$ cat src/rtl/block_data_memory_pkg.sv
// Purpose: shared defaults and FSM state encoding for the block data memory.
// Latency: n/a (types and constants only).
// Backpressure: n/a.
package block_data_memory_pkg;

  localparam int LATENCY_DEF      = 5;
  localparam int BLOCK_ADDR_W_DEF = 6;
  localparam int BLOCK_W_DEF      = 32;

  typedef enum logic [1:0] {
    IDLE   = 2'b00,
    ACCESS = 2'b01,
    DONE   = 2'b10
  } state_e;

endpackage

$ cat src/rtl/block_data_memory_if.sv
// Purpose: cache <-> block memory request/response bundle.
// Latency: n/a (wires only).
// Backpressure: BUSYWAIT from the memory stalls the cache.
interface block_data_memory_if #(
  parameter int BLOCK_ADDR_W = block_data_memory_pkg::BLOCK_ADDR_W_DEF,
  parameter int BLOCK_W      = block_data_memory_pkg::BLOCK_W_DEF
);
  logic                    READ;
  logic                    WRITE;
  logic [BLOCK_ADDR_W-1:0] ADDRESS;
  logic [BLOCK_W-1:0]      WRITEDATA;
  logic [BLOCK_W-1:0]      READDATA;
  logic                    BUSYWAIT;

  modport master (
    output READ, WRITE, ADDRESS, WRITEDATA,
    input  READDATA, BUSYWAIT
  );

  modport slave (
    input  READ, WRITE, ADDRESS, WRITEDATA,
    output READDATA, BUSYWAIT
  );
endinterface

$ cat src/rtl/block_data_memory_mem_array.sv
// Purpose: single-port word array, combinational read, synchronous write and clear.
// Latency: write lands at the clock edge; read data follows addr_i combinationally.
// Backpressure: none; the caller sequences accesses.
module mem_array #(
  parameter int ADDR_W = 6,
  parameter int DATA_W = 32
) (
  input  logic              clk_i,
  input  logic              clr_i,
  input  logic              we_i,
  input  logic [ADDR_W-1:0] addr_i,
  input  logic [DATA_W-1:0] wdata_i,
  output logic [DATA_W-1:0] rdata_o
);
  localparam int DEPTH = 1 << ADDR_W;

  logic [DATA_W-1:0] mem_q [DEPTH];

  // Clear wins over write so a reset discards any coincident store.
  always_ff @(posedge clk_i) begin
    if (clr_i) begin
      for (int i = 0; i < DEPTH; i++) mem_q[i] <= '0;
    end else if (we_i) begin
      mem_q[addr_i] <= wdata_i;
    end
  end

  assign rdata_o = mem_q[addr_i];
endmodule

$ cat src/rtl/block_data_memory.sv
// Purpose: block-granular data memory behind the data cache, fixed-latency FSM.
// Latency: LATENCY+1 edges from request to DONE; READDATA valid in DONE.
// Backpressure: BUSYWAIT high while a request is pending in IDLE or in ACCESS.
module block_data_memory
  import block_data_memory_pkg::*;
#(
  parameter int LATENCY      = LATENCY_DEF,
  parameter int BLOCK_ADDR_W = BLOCK_ADDR_W_DEF,
  parameter int BLOCK_W      = BLOCK_W_DEF
) (
  input  logic                 CLOCK,
  input  logic                 RESET,
  block_data_memory_if.slave   cache_if
);
  state_e                  state_q, state_d;
  logic [3:0]              cnt_q, cnt_d;
  logic [BLOCK_ADDR_W-1:0] addr_q, addr_d;
  logic [BLOCK_W-1:0]      wdata_q, wdata_d;
  logic                    wr_q, wr_d;
  logic [BLOCK_W-1:0]      rdata_q, rdata_d;
  logic                    mem_we;
  logic [BLOCK_W-1:0]      mem_rdata;

  // Next-state, counter, capture and array-strobe decode.
  always_comb begin
    state_d = state_q;
    cnt_d   = cnt_q;
    addr_d  = addr_q;
    wdata_d = wdata_q;
    wr_d    = wr_q;
    rdata_d = rdata_q;
    mem_we  = 1'b0;
    unique case (state_q)
      IDLE: begin
        if (cache_if.READ || cache_if.WRITE) begin
          addr_d  = cache_if.ADDRESS;
          wdata_d = cache_if.WRITEDATA;
          wr_d    = cache_if.WRITE;      // read+write together resolves to write
          cnt_d   = 4'(LATENCY - 1);
          state_d = ACCESS;
        end
      end
      ACCESS: begin
        if (cnt_q == 4'd0) begin
          if (wr_q) mem_we  = 1'b1;
          else      rdata_d = mem_rdata;
          state_d = DONE;
        end else begin
          cnt_d = cnt_q - 4'd1;
        end
      end
      DONE:    state_d = IDLE;
      default: state_d = IDLE;
    endcase
  end

  // State and datapath registers; reset forces the idle, zeroed state.
  always_ff @(posedge CLOCK) begin
    if (RESET) begin
      state_q <= IDLE;
      cnt_q   <= '0;
      addr_q  <= '0;
      wdata_q <= '0;
      wr_q    <= 1'b0;
      rdata_q <= '0;
    end else begin
      state_q <= state_d;
      cnt_q   <= cnt_d;
      addr_q  <= addr_d;
      wdata_q <= wdata_d;
      wr_q    <= wr_d;
      rdata_q <= rdata_d;
    end
  end

  mem_array #(
    .ADDR_W (BLOCK_ADDR_W),
    .DATA_W (BLOCK_W)
  ) u_mem_array (
    .clk_i   (CLOCK),
    .clr_i   (RESET),
    .we_i    (mem_we),
    .addr_i  (addr_q),
    .wdata_i (wdata_q),
    .rdata_o (mem_rdata)
  );

  assign cache_if.READDATA = rdata_q;
  assign cache_if.BUSYWAIT = ((state_q == IDLE) && (cache_if.READ || cache_if.WRITE))
                             || (state_q == ACCESS);
endmodule

$ cat src/flat_wrapper.sv
// flat-port wrapper written by rule: the top's interface ports become plain ports
module block_data_memory_flat import block_data_memory_pkg::*;
#(
  parameter int LATENCY      = LATENCY_DEF,
  parameter int BLOCK_ADDR_W = BLOCK_ADDR_W_DEF,
  parameter int BLOCK_W      = BLOCK_W_DEF
)
  (CLOCK, RESET, cache_if_READ, cache_if_WRITE, cache_if_ADDRESS, cache_if_WRITEDATA, cache_if_READDATA, cache_if_BUSYWAIT);
  block_data_memory_if #(.BLOCK_ADDR_W(BLOCK_ADDR_W), .BLOCK_W(BLOCK_W)) cache_if_i ();
  input  logic CLOCK;
  input  logic RESET;
  input wire logic [$bits(cache_if_i.READ)-1:0] cache_if_READ;
  input wire logic [$bits(cache_if_i.WRITE)-1:0] cache_if_WRITE;
  input wire logic [$bits(cache_if_i.ADDRESS)-1:0] cache_if_ADDRESS;
  input wire logic [$bits(cache_if_i.WRITEDATA)-1:0] cache_if_WRITEDATA;
  output wire logic [$bits(cache_if_i.READDATA)-1:0] cache_if_READDATA;
  output wire logic [$bits(cache_if_i.BUSYWAIT)-1:0] cache_if_BUSYWAIT;
  assign cache_if_i.READ = cache_if_READ;
  assign cache_if_i.WRITE = cache_if_WRITE;
  assign cache_if_i.ADDRESS = cache_if_ADDRESS;
  assign cache_if_i.WRITEDATA = cache_if_WRITEDATA;
  assign cache_if_READDATA = cache_if_i.READDATA;
  assign cache_if_BUSYWAIT = cache_if_i.BUSYWAIT;
  block_data_memory #(.LATENCY(LATENCY), .BLOCK_ADDR_W(BLOCK_ADDR_W), .BLOCK_W(BLOCK_W)) u_core (.CLOCK(CLOCK), .RESET(RESET), .cache_if(cache_if_i));
endmodule
$ cat config.mk
export PLATFORM = sky130hd
export DESIGN_NAME = block_data_memory_flat
export DESIGN_NICKNAME = d
export VERILOG_FILES = /design/src/rtl/block_data_memory_pkg.sv /design/src/rtl/block_data_memory_if.sv /design/src/rtl/block_data_memory_mem_array.sv /design/src/rtl/block_data_memory.sv /design/src/flat_wrapper.sv
export SDC_FILE = /design/constraint.sdc
export NUM_CORES = 2
export LEC_CHECK = 0
export CORE_MARGIN = 2
export CORE_UTILIZATION = 46
export DETAILED_ROUTE_END_ITERATION = 10
export DONT_BUFFER_PORTS = 1
export PLACE_DENSITY = 0.65
export SYNTH_ARGS = -nofsm -noshare
export SYNTH_HDL_FRONTEND = slang
export SYNTH_SLANG_ARGS = --single-unit
$ cat constraint.sdc
create_clock -name CLOCK -period 7.48 [get_ports CLOCK]
set_input_delay 1.122 -clock CLOCK [delete_from_list [all_inputs] [get_ports CLOCK]]
set_output_delay 1.122 -clock CLOCK [all_outputs]
set_load 0.02 [all_outputs]
# After elaboration in Yosys (flattened, before gate mapping)
# Memories as Yosys holds them, arrays and structs flattened. A register that Yosys moved wholly into a read port is not among the register bits.
# Index checks and enable logic that the tools add are counted.
[totals] ramBits=2048 out_inout_bits=33 word_cells=40 reg_bits=45 n_memories=1 in_bits=42
[memory_table] name="u_core.u_mem_array.mem_q" depth=64 width=32 rd=1 rd_ports_with_merged_regs=1 write_ports=64 line_no="block_data_memory_mem_array.sv:17" source="logic [DATA_W-1:0] mem_q [DEPTH];"
[op_classes] eq_ne=4 addsub=1 mux=17 n_reduce_logical=11 bitwise_logic=1
[op_table] operator="$mux W32" n=1
[op_table] operator="$reduce_or A32 Y1" n=1
[op_table] operator="$mux W1" n=9
[op_table] operator="$mux W4" n=2
[op_table] operator="$pmux W4 S2" n=1
[op_table] operator="$mux W6" n=1
[op_table] operator="$reduce_and A3 Y1" n=2
[op_table] operator="$logic_not A4 Y1" n=1
[op_table] operator="$mux W2" n=2
[op_table] operator="$ne A2 B1 Y1 const B" n=2
[op_table] operator="$pmux W2 S2" n=1
[op_table] operator="$reduce_and A2 Y1" n=2
[op_table] operator="$sub A4 B1 Y4 const B" n=1
[op_table] operator="$eq A2 B1 Y1 const B" n=1
[op_table] operator="$logic_not A2 Y1" n=1
[op_table] operator="$logic_or A1 B1 Y1" n=2
[op_table] operator="$ne A2 B2 Y1 const B" n=1
[op_table] operator="$reduce_bool A2 Y1" n=1
[op_table] operator="$logic_and A1 B1 Y1" n=1
[op_table] operator="$not A1 Y1" n=1

# Depth between registers and ports, before layout
[logic_depth] depth_word=8 mapped_depth=12 ltp_nobuf=8

# Hierarchy
# A second synthesis with hierarchy kept.
[unflattened] cells_unflattened=7327 area_unflattened_um2=96004.6
[by_module_without_submodules] module="mem_array" cells_each=6970 seq_area_each_um2=61499.0 instances=1 area_per_inst_um2=92802.8
[by_module_without_submodules] module="block_data_memory" cells_each=357 seq_area_each_um2=1541.5 instances=1 area_per_inst_um2=3201.8

# Worst setup path before layout
# No wires, ideal clock.
[synth_path] kind="in2reg" from="input port RESET" to="memory u_core.u_mem_array.mem_q[4][0], enable pin" path_stages=5 t_required_ns=7.105 n_path_buf=0 setup_slack_ns=4.615 t_arrival_ns=2.491 cell_sequence="nor3_4 and2_2 nand3_2 nor2_1 or2_2"
[synth_lines] item="start: declaration" line_no="flat_wrapper.sv:11" source="input logic RESET;"
[synth_lines] item="end: declaration" line_no="block_data_memory_mem_array.sv:17"

==> results.toml <==
[worst_hold_path]
hp-start = "RESET"
min_path_type = "input port to flop"

[global_route]
grt_start_max_net_pins = 142
grt_pass1_wl_mm = 452
antenna_found_initial = 38
grt_pass1_vias = 58100
track_usage = 0.303
globalRouteOverflowTotal = 0

[placed_design]
place.gp.congestion = 0.983
place_inst = 9177
place_hpwl_mm = 187
port-buffer-count = 0

[cts]
post_cts_buffers = 0
clk_pin_slew_worst_paths_ns = 0.06
insertion_delay_ns = 0.89
hold_buffers = 0
h-tree-depth = 4
cts_buffer_depth = 3
post_cts_resize_count = 0
numClockSinks = 2125
cts_buffers = 216
root_buffer = "clkbuf_16"
tritoncts = "done"

[cells_and_area]
n_fill_cell = 17200
drive_above_1_share = 0.127
fin_cells = 9605
finalNetCount = 6650
multiInputGateArea_mm2 = 0.0299
area_growth_pct = 9.44
regArea_mm2 = 0.0631

[timing]
fin_crit_sh = 0.657
worst_pin_slew_ns = 1.61
setup_viol = 0
hold_violations = 0
setup_tns_ns = 0
whs_ns = 0.295
fmax_ghz = 0.203
fin_crit_ns = 4.92
clock_skew_ns = 0.0739
rsz0062_at_grt = "false"
slew_viol_final = 7
slew_headroom = -0.0824

[worst_setup_path]
cp_data_arrival_time_ns = 5.64
endpoint = "u_core.cache_if.READDATA[25]$_SDFFE_PP0P_"
crit_type = "flop to flop"
reg2reg_slack_ns = 2.56
cp_max_fo = 34
worstReg2RegStart = "u_core.addr_q[0]$_SDFFE_PP0P_"
rr_endpoint = "u_core.cache_if.READDATA[25]$_SDFFE_PP0P_"
reg2regPathDepth = 8
critical_path.startpoint = "u_core.addr_q[0]$_SDFFE_PP0P_"
cp-end-kind = "flop"
start_kind = "flop"
worstPathRequired_ns = 8.21

[drt]
ant_nets = 0
wire_per_inst_um = 33.7
drt_wl_total_mm = 324
dr_total_vias = 60300
first_iter_violations = 9805
via_per_inst = 6.28
drcViolationCount = 0
drt-pass1-iter-count = 8

[yosys]
ys.warnings.count = 0
synth_ff_type = "edfxtp_1"
syn_nets = 6988
synth-seq-cells = 2125
synth_edf_count = 2048
synth.yosys.seq_area_share = 0.658
syn_area_mm2 = 0.0958
yosysTopAreaCellShare = 0.642
async_reset_ff_frac = 0
synthesis.instances = 6945
synth.distinct_cells = 74
yosysTopAreaCell = "edfxtp_1"
yosys-top-cells-area = "edfxtp_1, and2_1, mux4_2"
syn_area_per_cell_um2 = 13.8

[pwr]
total_power_mw = 27.7
leakagePower_nw = 36.9
netSwitchingFraction = 0.274
seqPwrFrac = 0.501
power.internal_mw = 20.1
vdd_drop_max_v = 0.000268
p_per_area_mw_per_mm2 = 265
power_switching_mw = 7.60
p_clk_frac = 0.383
power_frac_comb = 0.115

[die]
num_io_pins = 75
core_mm2 = 0.207
die_x_um = 460
die-height_um = 460
rows = 167
die-area_mm2 = 0.212
initial_core_util = 0.462

[status]
status = "finished with violations"
violations = "max-capacitance violations, max-slew violations"

[flow_run]
cap_viol_max_count = 3
[sequential cells by signal (all words and copies together) (netlist names)]
name / cells
u_core.u_mem_array.mem_q: 2048
u_core.cache_if.READDATA: 32
u_core.wdata_q: 32
u_core.addr_q: 6
u_core.cnt_q: 4
u_core.state_q: 2
u_core.wr_q: 1
[through the flow]
stage	setup slack, ns	util	instance area [um^2]
3_3_place_gp	2.97	0.473	97900
2_1_floorplan	4.61	-	95800
6_report	2.56	0.506	105000
5_1_grt	2.74	0.506	105000
4_1_cts	3.03	0.506	105000
3_5_place_dp	2.94	0.473	97900
[critical path, stage by stage (launching register included)]
cell and delay (ns):
dfxtp_4 0.74, nor2b_4 0.30, buf_4 0.52, buf_4 0.56, a22oi_1 0.23, a31oi_1 1.07, nand3_1 0.62, a21oi_1 0.53
a211oi_1 0.13
[cells in the final DEF, fill, tap and decap left out, types with 73 or more instances in the layout]
cell	count
a21oi_1	107
a221oi_1	290
a22oi_1	146
and2_1	2049
buf_4	167
clkbuf_1	73
clkbuf_16	217
edfxtp_1	2048
mux2i_1	346
mux4_2	156
nand2_1	158
nor2_1	188
o21ai_0	100
o22ai_1	78
[synthesized netlist by cell type (8+ instances only)]
cell type	count
a211oi_1	15
a21oi_1	107
a221o_1	12
a221oi_1	290
a22o_1	16
a22oi_1	146
a311oi_1	19
a31oi_1	23
and2_1	2052
and3_1	8
and4_1	10
buf_1	29
buf_2	123
buf_4	33
clkbuf_1	507
clkbuf_2	33
dfxtp_1	77
edfxtp_1	2048
mux2_2	44
mux2i_1	346
mux4_2	156
nand2_1	158
nand3_1	37
nor2_1	247
nor2b_1	9
nor3_1	18
o21ai_0	107
o22a_1	8
o22ai_1	78
or2_2	67
[area by class of cell]
type,count,area share
clock buffers,304,0.0563
diodes,22,0.000525
inverters,5,0.000275
well taps,2788,0.0333
flip-flops and latches,2125,0.602
clock inverters,102,0.00898
multi-input cells,4084,0.285
repair buffers,175,0.0135
[per-layer routing]
layer,vias to the layer above,part of all wire,GRT usage
met5,-,0.00044,0
met4,16,0.067,0.177
met3,826,0.13,0.0914
met2,3992,0.44,0.450
met1,30700,0.37,0.394
li1,24800,-,-
[power by group through the flow]
stage / Combinational [mW] / Clock (mW) / Sequential (mW)
final: 3.20 / 10.6 / 13.9
after global routing: 3.24 / 11.1 / 13.9
after CTS: 3.08 / 10.6 / 13.9
after detailed placement: 3.08 / 0 / 14.1
after global placement: 3.06 / 0 / 14.1
after floorplan: 1.80 / 0 / 13.8
[cells by family (layout without fill, tap and decap cells)]
group / Yosys count / count (layout) / synth area share
other: 0 / 22 / 0
AND/OR/NAND/NOR: 2651 / 2651 / 0.163
flip-flops: 2125 / 2125 / 0.658
buffers and inverters: 736 / 586 / 0.0327
adder cells (fa/ha/maj): 1 / 1 / 0.000131
multiplexers: 546 / 546 / 0.0780
XOR/XNOR: 2 / 2 / 0.000183
AO/OA/AOI/OAI: 884 / 884 / 0.0679
[worst min path at each step]
stage	cells past startpoint	slack, ns	endpoint
finish	1	0.30	u_core.wdata_q[24]$_SDFFE_PP0P_
global route	1	0.27	u_core.wdata_q[24]$_SDFFE_PP0P_
global placement	2	0.43	u_core.wdata_q[20]$_SDFFE_PP0P_
detailed placement	2	0.44	u_core.wdata_q[20]$_SDFFE_PP0P_
floorplan	2	0.47	u_core.cnt_q[2]$_SDFFE_PP0P_
CTS	1	0.26	u_core.wdata_q[29]$_SDFFE_PP0P_
Power figures use the tool's default switching activity.
